===== src/rtl/din_debounce_sync_if.sv =====
// Signal bundle between a raw level source and the debouncer.
// Optional DIN_DEBOUNCE_GLITCH_STATS_EN adds the glitch_cnt statistic.
interface din_debounce_sync_if;
    logic       din;
    logic       d;
    logic       rise;
    logic       fall;
    logic       busy;
`ifdef DIN_DEBOUNCE_GLITCH_STATS_EN
    logic [7:0] glitch_cnt;

    modport master (output din, input d, rise, fall, busy, glitch_cnt);
    modport slave  (input din, output d, rise, fall, busy, glitch_cnt);
`else
    modport master (output din, input d, rise, fall, busy);
    modport slave  (input din, output d, rise, fall, busy);
`endif
endinterface


===== src/rtl/din_debounce_sync.sv =====
// Synchronises and debounces a raw asynchronous level into a clean d plus rise/fall pulses.
// Optional DIN_DEBOUNCE_GLITCH_STATS_EN counts aborted qualifications (saturating, 8 bits).
module din_debounce_sync #(
    parameter int unsigned SYNC_STAGES   = 2,
    parameter int unsigned STABLE_CYCLES = 16,
    parameter int unsigned CNT_W         = 8
) (
    input  logic               clk,
    input  logic               reset,
    din_debounce_sync_if.slave bus
);

    typedef enum logic {STABLE, CHECK} state_t;

    localparam logic [CNT_W-1:0] CNT_LAST = CNT_W'(STABLE_CYCLES - 1);

    logic [SYNC_STAGES-1:0] sync_q;
    logic                   s;
    state_t                 state_q, state_n;
    logic [CNT_W-1:0]       cnt_q, cnt_n;
    logic                   d_q, d_n;
    logic                   rise_q, rise_n;
    logic                   fall_q, fall_n;

    // Only the last synchroniser stage feeds any other logic.
    assign s = sync_q[SYNC_STAGES-1];

    always_ff @(posedge clk) begin
        if (reset) begin
            sync_q  <= '0;
            state_q <= STABLE;
            cnt_q   <= '0;
            d_q     <= 1'b0;
            rise_q  <= 1'b0;
            fall_q  <= 1'b0;
        end else begin
            sync_q  <= {sync_q[SYNC_STAGES-2:0], bus.din};
            state_q <= state_n;
            cnt_q   <= cnt_n;
            d_q     <= d_n;
            rise_q  <= rise_n;
            fall_q  <= fall_n;
        end
    end

    always_comb begin
        state_n = STABLE;
        cnt_n   = '0;
        d_n     = d_q;
        rise_n  = 1'b0;
        fall_n  = 1'b0;
        if (s == d_q) begin
            state_n = STABLE;
        end else if (cnt_q == CNT_LAST) begin
            // Accept: pulses land in the same cycle as the new d.
            d_n    = s;
            rise_n = s;
            fall_n = ~s;
        end else begin
            cnt_n   = cnt_q + CNT_W'(1);
            state_n = CHECK;
        end
    end

    assign bus.d    = d_q;
    assign bus.rise = rise_q;
    assign bus.fall = fall_q;
    assign bus.busy = (state_q == CHECK);

`ifdef DIN_DEBOUNCE_GLITCH_STATS_EN
    logic [7:0] glitch_q;

    always_ff @(posedge clk) begin
        if (reset) begin
            glitch_q <= '0;
        end else if ((state_q == CHECK) && (s == d_q) && (glitch_q != 8'hFF)) begin
            glitch_q <= glitch_q + 8'd1;
        end
    end

    assign bus.glitch_cnt = glitch_q;
`endif

endmodule


===== src/flat_wrapper.sv =====
// flat-port wrapper written by rule: the top's interface ports become plain ports
module din_debounce_sync_flat 
#(
    parameter int unsigned SYNC_STAGES   = 2,
    parameter int unsigned STABLE_CYCLES = 16,
    parameter int unsigned CNT_W         = 8
)
  (clk, reset, bus_din, bus_d, bus_rise, bus_fall, bus_busy);
  din_debounce_sync_if bus_i ();
  input  logic clk;
  input  logic reset;
  input wire logic [$bits(bus_i.din)-1:0] bus_din;
  output wire logic [$bits(bus_i.d)-1:0] bus_d;
  output wire logic [$bits(bus_i.rise)-1:0] bus_rise;
  output wire logic [$bits(bus_i.fall)-1:0] bus_fall;
  output wire logic [$bits(bus_i.busy)-1:0] bus_busy;
  assign bus_i.din = bus_din;
  assign bus_d = bus_i.d;
  assign bus_rise = bus_i.rise;
  assign bus_fall = bus_i.fall;
  assign bus_busy = bus_i.busy;
  din_debounce_sync #(.SYNC_STAGES(SYNC_STAGES), .STABLE_CYCLES(STABLE_CYCLES), .CNT_W(CNT_W)) u_core (.clk(clk), .reset(reset), .bus(bus_i));
endmodule

===== config.mk =====
export PLATFORM = sky130hd
export DESIGN_NAME = din_debounce_sync_flat
export DESIGN_NICKNAME = d
export VERILOG_FILES = /design/src/rtl/din_debounce_sync_if.sv /design/src/rtl/din_debounce_sync.sv /design/src/flat_wrapper.sv
export SDC_FILE = /design/constraint.sdc
export NUM_CORES = 1
export LEC_CHECK = 0
export ABC_AREA = 1
export ABC_CLOCK_PERIOD_IN_PS = 3100
export CAP_MARGIN = 25
export CORE_AREA = 2 2 39 41
export DETAILED_ROUTE_END_ITERATION = 16
export DIE_AREA = 0 0 41 43
export PLACE_DENSITY = 0.79
export SLEW_MARGIN = 20
export SYNTH_ARGS = -nofsm -noshare
export SYNTH_HDL_FRONTEND = slang
export SYNTH_SLANG_ARGS = --single-unit

===== constraint.sdc =====
create_clock -name clk -period 3.1 [get_ports clk]
set_input_delay 0.465 -clock clk [delete_from_list [all_inputs] [get_ports clk]]
set_output_delay 0.465 -clock clk [all_outputs]
set_load 0.03 [all_outputs]

==> results of run 1 <==
==> cells in the final DEF, fill, tap and decap left out <==
cell	instances
nor2_1	13
clkbuf_8	1
nand3_1	6
clkbuf_4	3
nand2_1	22
inv_1	16
inv_2	1
nand3_2	2
nand2_4	1
ha_1	1
xor2_1	1
o21bai_1	1
dfxtp_1	14
xnor2_1	1
nor2_2	5
clkdlybuf4s50_1	6
==> cells by family after synthesis <==
kind of cell	Yosys count	share of synthesized area [%]
flip-flops	14	46.3
AO/OA/AOI/OAI	1	1.24
adder cells (fa/ha/maj)	1	2.07
AND/OR/NAND/NOR	49	37.0
buffers and inverters	17	10.5
XOR/XNOR	2	2.89
==> area by class of cell <==
| type | instances | area share [%] |
|---|---|---|
| inverter | 17 | 8.84 |
| clock buffer | 4 | 5.03 |
| tap | 16 | 2.77 |
| timing repair buffer | 6 | 8.32 |
| multi-input combinational | 53 | 36.2 |
| sequential | 14 | 38.8 |
==> worst max-delay path by stage <==
| stage | start | to | slack [ns] | depth (start not counted) |
|---|---|---|---|---|
| final | u_core.bus.d$_SDFFE_PP0P_ | bus_d | 1.31 | 1 |
| after global routing | u_core.bus.d$_SDFFE_PP0P_ | bus_d | 1.27 | 1 |
| after CTS | u_core.bus.d$_SDFFE_PP0P_ | bus_d | 1.29 | 1 |
| after detailed placement | u_core.bus.d$_SDFFE_PP0P_ | bus_d | 1.61 | 1 |
| after global placement | u_core.bus.d$_SDFFE_PP0P_ | bus_d | 1.62 | 1 |
| after floorplan | u_core.cnt_q[0]$_SDFF_PP0_ | u_core.cnt_q[6]$_SDFF_PP0_ | 2.01 | 6 |
==> state kept, by name, indices dropped and copies added (netlist names) <==
signal           flops
u_core.bus.rise      1
u_core.cnt_q         8
u_core.sync_q        2
u_core.bus.busy      1
u_core.bus.d         1
u_core.bus.fall      1
==> power by group through the flow <==
stage                     Clock (uW)  Combinational (uW)  Sequential (uW)
after floorplan                    0                3.98              187
after global placement             0                8.66              187
after detailed placement           0                8.87              187
after CTS                        135                8.91              183
after global routing             138                9.99              183
final                            129                8.75              183
==> layer usage <==
metal	GRT usage (%)	up-vias	part of all wire [%]
met1	15.3	222	44
met2	18.4	3	52
met5	0	-	0
li1	-	267	-
met4	14.0	0	2.1
met3	1.57	2	1.3
==> stage by stage <==
stage	util (%)	setup WS [ns]	area, um2	hold WS, ns
2_1_floorplan	-	2.01	606	0.388
3_3_place_gp	49.5	1.62	686	0.392
3_5_place_dp	49.5	1.61	686	0.404
4_1_cts	52.2	1.29	722	0.408
5_1_grt	52.2	1.27	722	0.426
6_report	52.2	1.31	722	0.405
==> results.yml, run 1 <==
clocking:
  numCtsBuffers: 3
  cts_setup_buffers: 0
  cts_tree: "done"
  clkSlewWorstSetupHoldPaths_ns: 0.08
  holdBufCountCts: 0
  clockRootBuffer: "clkbuf_4"
  postCtsResizedCells: 0
  insertion_delay_ns: 0.28
  cts_buffer_depth: 2
  htree_levels: 1
  cts_sinks: 14
critical_path:
  r2r_slack_ns: 1.88
  path_delay_family: "buffers and inverters"
  crit_chain: "clkdlybuf4s50_1"
  critical_path_class: "reg -> out"
  crit_fanout: 4
  cp.required_ns: 2.63
  rr_worst_depth: 6
  cp_num_buf_inv: 1
  startpoint_type: "flip-flop"
  worstPathArrival_ns: 1.33
  end_kind: "output pin"
  critPathMaxStageDelay_ns: 0.68
  worstReg2RegStart: "u_core.cnt_q[0]$_SDFF_PP0_"
  r2r_end: "u_core.cnt_q[6]$_SDFF_PP0_"
  cpMaxStageDelayCell: "clkdlybuf4s50_1"
floorplanning:
  die_area_um2: 1760
  io_pins: 7
  die_x_um: 41
  initial_utilization_pct: 43.8
  die_h_um: 43
  rows: 14
  core_region_area_um2: 1380
hold_path:
  hold_end: "u_core.sync_q[1]$_SDFF_PP0_"
  whs_path_depth: 2
  hp-start: "u_core.sync_q[0]$_SDFF_PP0_"
  hold_path_class: "reg -> reg"
placed_design:
  gp_congestion: 0.780
  hpwl_um: 661
  dpl.cell_count: 106
  io_buffer_count: 6
power_and_ir_drop:
  power.switching_uw: 63.2
  clkPwrFrac_pct: 40.3
  power_uw: 320
  p_seq_share_pct: 57.0
  p_int_uw: 257
  vdd_drop_max_mv: 0.220
  power_leakage_uw: 0.000319
  power.density_nw_per_um2: 444
  share_comb_of_total_power_pct: 2.7
  switching_share_pct: 19.7
finish:
  multi_input_area_um2: 262
  instances_no_fill: 110
  syn_to_final_growth_pct: 19.2
  regArea_um2: 280
  nets: 99
  diodes: 0
  fillers: 132
  drive_gt1_share_pct: 13.8
yosys:
  synth_common_cells: "nand2_1 (22), inv_1 (16), dfxtp_1 (14)"
  yosysTopAreaCell: "dfxtp_1"
  async_reset_ff_share_pct: 0
  synth_area_per_cell_um2: 7.21
  synth-seq-cells: 14
  synth_top_area_share_pct: 46.3
  synth.area.top_cells: "dfxtp_1 (46%), nand2_1 (14%), inv_1 (9.9%)"
  yosysSeqAreaShare_pct: 46.3
  syn-instance-count: 84
  yosysWarnings: 0
  synthDistinctLibCells: 13
  netlist_area_um2: 606
  synth-edff-count: 0
  synth_nets: 88
  yosysMostFrequentCell: "nand2_1"
  ys.flop_type: "dfxtp_1"
drt:
  avgRoutedWirePerCell_um: 8.31
  vias: 494
  finalWirelength_um: 914
  viasPerCell: 4.49
  first_iter_violations: 6
  ant_nets: 0
  drt-pass1-iter-count: 3
  drc: 0
global_routing:
  antenna_found_initial: 0
  grt_max_degree: 9
  first_global_vias: 417
  groute.usage.overall_pct: 13.1
  overflow: 0
  grt_first_pass_wirelength_um: 1520
sta:
  max_freq_mhz: 558
  rsz0062_at_grt: "no"
  hold_viol: 0
  drv_slew: 0
  tightest_slew_ns: 0.303
  period_needed_ns: 1.79
  relSlewSlack_pct: 79.7
  post-route-period-util_pct: 57.8
  timing.setup.tns_ns: 0
  finalSetupViolCount: 0
  clock_skew_ns: 0.00511
run:
  drv_cap: 0
status:
  outcome: "finished, final reports clean"
No activity file was read; power rests on OpenSTA's default activity.
==> inputs of run 2 (changes only) <==
Settings changed: ABC_CLOCK_PERIOD_IN_PS 3100 to 1600, CORE_AREA 2 2 39 41 to unset, CORE_MARGIN set to 2, CORE_UTILIZATION set to 46, DIE_AREA 0 0 41 43 to unset, PLACE_DENSITY 0.79 to 0.82.
Clock period 3.1 ns to 1.6 ns, I/O delays scaled along.
==> results.yml, run 2 (synthesized netlist as in run 1, its figures left out) <==
status:
  outcome: "finished, final reports clean"
clocking:
  htree_levels: 1
  cts_tree: "done"
  numCtsBuffers: 3
  insertion_delay_ns: 0.28
  cts_sinks: 14
  cts_buffer_depth: 2
  cts_setup_buffers: 0
  clkSlewWorstSetupHoldPaths_ns: 0.08
  clockRootBuffer: "clkbuf_4"
floorplanning:
  die_h_um: 40.3
  die_area_um2: 1620
  die_x_um: 40.3
  core_region_area_um2: 1270
  rows: 13
  initial_utilization_pct: 47.7
  io_pins: 7
global_routing:
  overflow: 0
  grt_max_degree: 9
  groute.usage.overall_pct: 13.7
  antenna_found_initial: 0
  grt_first_pass_wirelength_um: 1360
  first_global_vias: 374
critical_path:
  crit_fanout: 1
  critPathMaxStageDelay_ns: 0.66
  critical_path_class: "reg -> out"
  r2r_slack_ns: 0.40
  crit_chain: "clkdlybuf4s50_1"
  worstPathArrival_ns: 1.25
  path_delay_family: "buffers and inverters"
  cp.required_ns: 1.36
  end_kind: "output pin"
  startpoint_type: "flip-flop"
  cp_num_buf_inv: 1
  cpMaxStageDelayCell: "clkdlybuf4s50_1"
finish:
  top_regs: "u_core.cnt_q x8, u_core.sync_q x2"
  drive_gt1_share_pct: 13.8
  final_common_cell: "nand2_1"
  largest_register_ffs: 8
  layout_common_cells: "nand2_1 (22), inv_1 (16), dfxtp_1 (14)"
  nets: 99
  fillers: 120
  diodes: 0
  top_register: "u_core.cnt_q"
  syn_to_final_growth_pct: 19.4
placed_design:
  hpwl_um: 712
  gp_congestion: 0.739
  io_buffer_count: 6
sta:
  max_freq_mhz: 670
  drv_slew: 0
  finalSetupViolCount: 0
  clock_skew_ns: 0.00139
  rsz0062_at_grt: "no"
  timing.setup.tns_ns: 0
  relSlewSlack_pct: 79.2
  hold_viol: 0
  period_needed_ns: 1.49
  post-route-period-util_pct: 93.3
  tightest_slew_ns: 0.312
power_and_ir_drop:
  switching_share_pct: 20.4
  vdd_drop_max_mv: 0.411
  power.density_nw_per_um2: 866
  clkPwrFrac_pct: 40.8
  share_comb_of_total_power_pct: 2.7
  p_int_uw: 499
  power_leakage_uw: 0.000337
  power_uw: 626
  power.switching_uw: 128
  p_seq_share_pct: 56.5
drt:
  vias: 487
  finalWirelength_um: 970
  first_iter_violations: 13
  drc: 0
  viasPerCell: 4.47
  avgRoutedWirePerCell_um: 8.90
  ant_nets: 0
  drt-pass1-iter-count: 4
run:
  drv_cap: 0
hold_path:
  hold_path_class: "reg -> reg"
## run 2: metal layers
layer	up-vias	routed length, um	GRT usage, %
met2	8	472	20.6
met1	207	425	13.9
met4	0	51	20.0
met3	5	20	1.67
met5	-	0	0
li1	267	-	-
## run 2: what timing repair did
| item | 4_1_cts | 5_1_grt |
|---|---|---|
| gates resized for setup | 0 | 1 |
| setup endpoints to repair | 0 | 1 |
| hold buffers | 0 | 0 |
## run 2: final timing paths
kind                                 endpoint  cells after the start                   startpoint
setup / recovery                     bus_fall                      1   u_core.bus.fall$_SDFF_PP0_
hold / removal    u_core.sync_q[1]$_SDFF_PP0_                      2  u_core.sync_q[0]$_SDFF_PP0_
setup reg to reg   u_core.cnt_q[3]$_SDFF_PP0_                      6   u_core.cnt_q[0]$_SDFF_PP0_
hold reg to reg   u_core.sync_q[1]$_SDFF_PP0_                      2  u_core.sync_q[0]$_SDFF_PP0_
## run 2: through the flow
| stage | instances | cell area, um2 | setup slack (ns) | utilization (%) | hold slack (ns) |
|---|---|---|---|---|---|
| finish | 109 | 723 | 0.107 | 57.0 | 0.410 |
| global route | 109 | 723 | 0.0566 | 57.0 | 0.423 |
| CTS | 109 | 721 | 0.00321 | 56.8 | 0.415 |
| detailed placement | 105 | 684 | 0.327 | 53.9 | 0.410 |
| global placement | 105 | 684 | 0.345 | 53.9 | 0.392 |
| floorplan | 84 | 606 | 0.512 | - | 0.311 |
## run 2: power by group through the flow
stage / clock (uW) / sequential (uW) / combinational (uW)
4_1_cts: 267 / 354 / 17.2
6_report: 256 / 354 / 16.9
2_1_floorplan: 0 / 363 / 7.71
3_5_place_dp: 0 / 362 / 17.1
5_1_grt: 275 / 354 / 18.7
3_3_place_gp: 0 / 362 / 16.7
## run 2: final cells by class
class	count	area, um2	area share, %
flip-flops and latches	14	280	38.8
multi-input cells	53	262	36.2
inverters	17	63.8	8.82
repair buffers	6	62.6	8.65
clock buffers	4	36.3	5.02
well taps	15	18.8	2.60
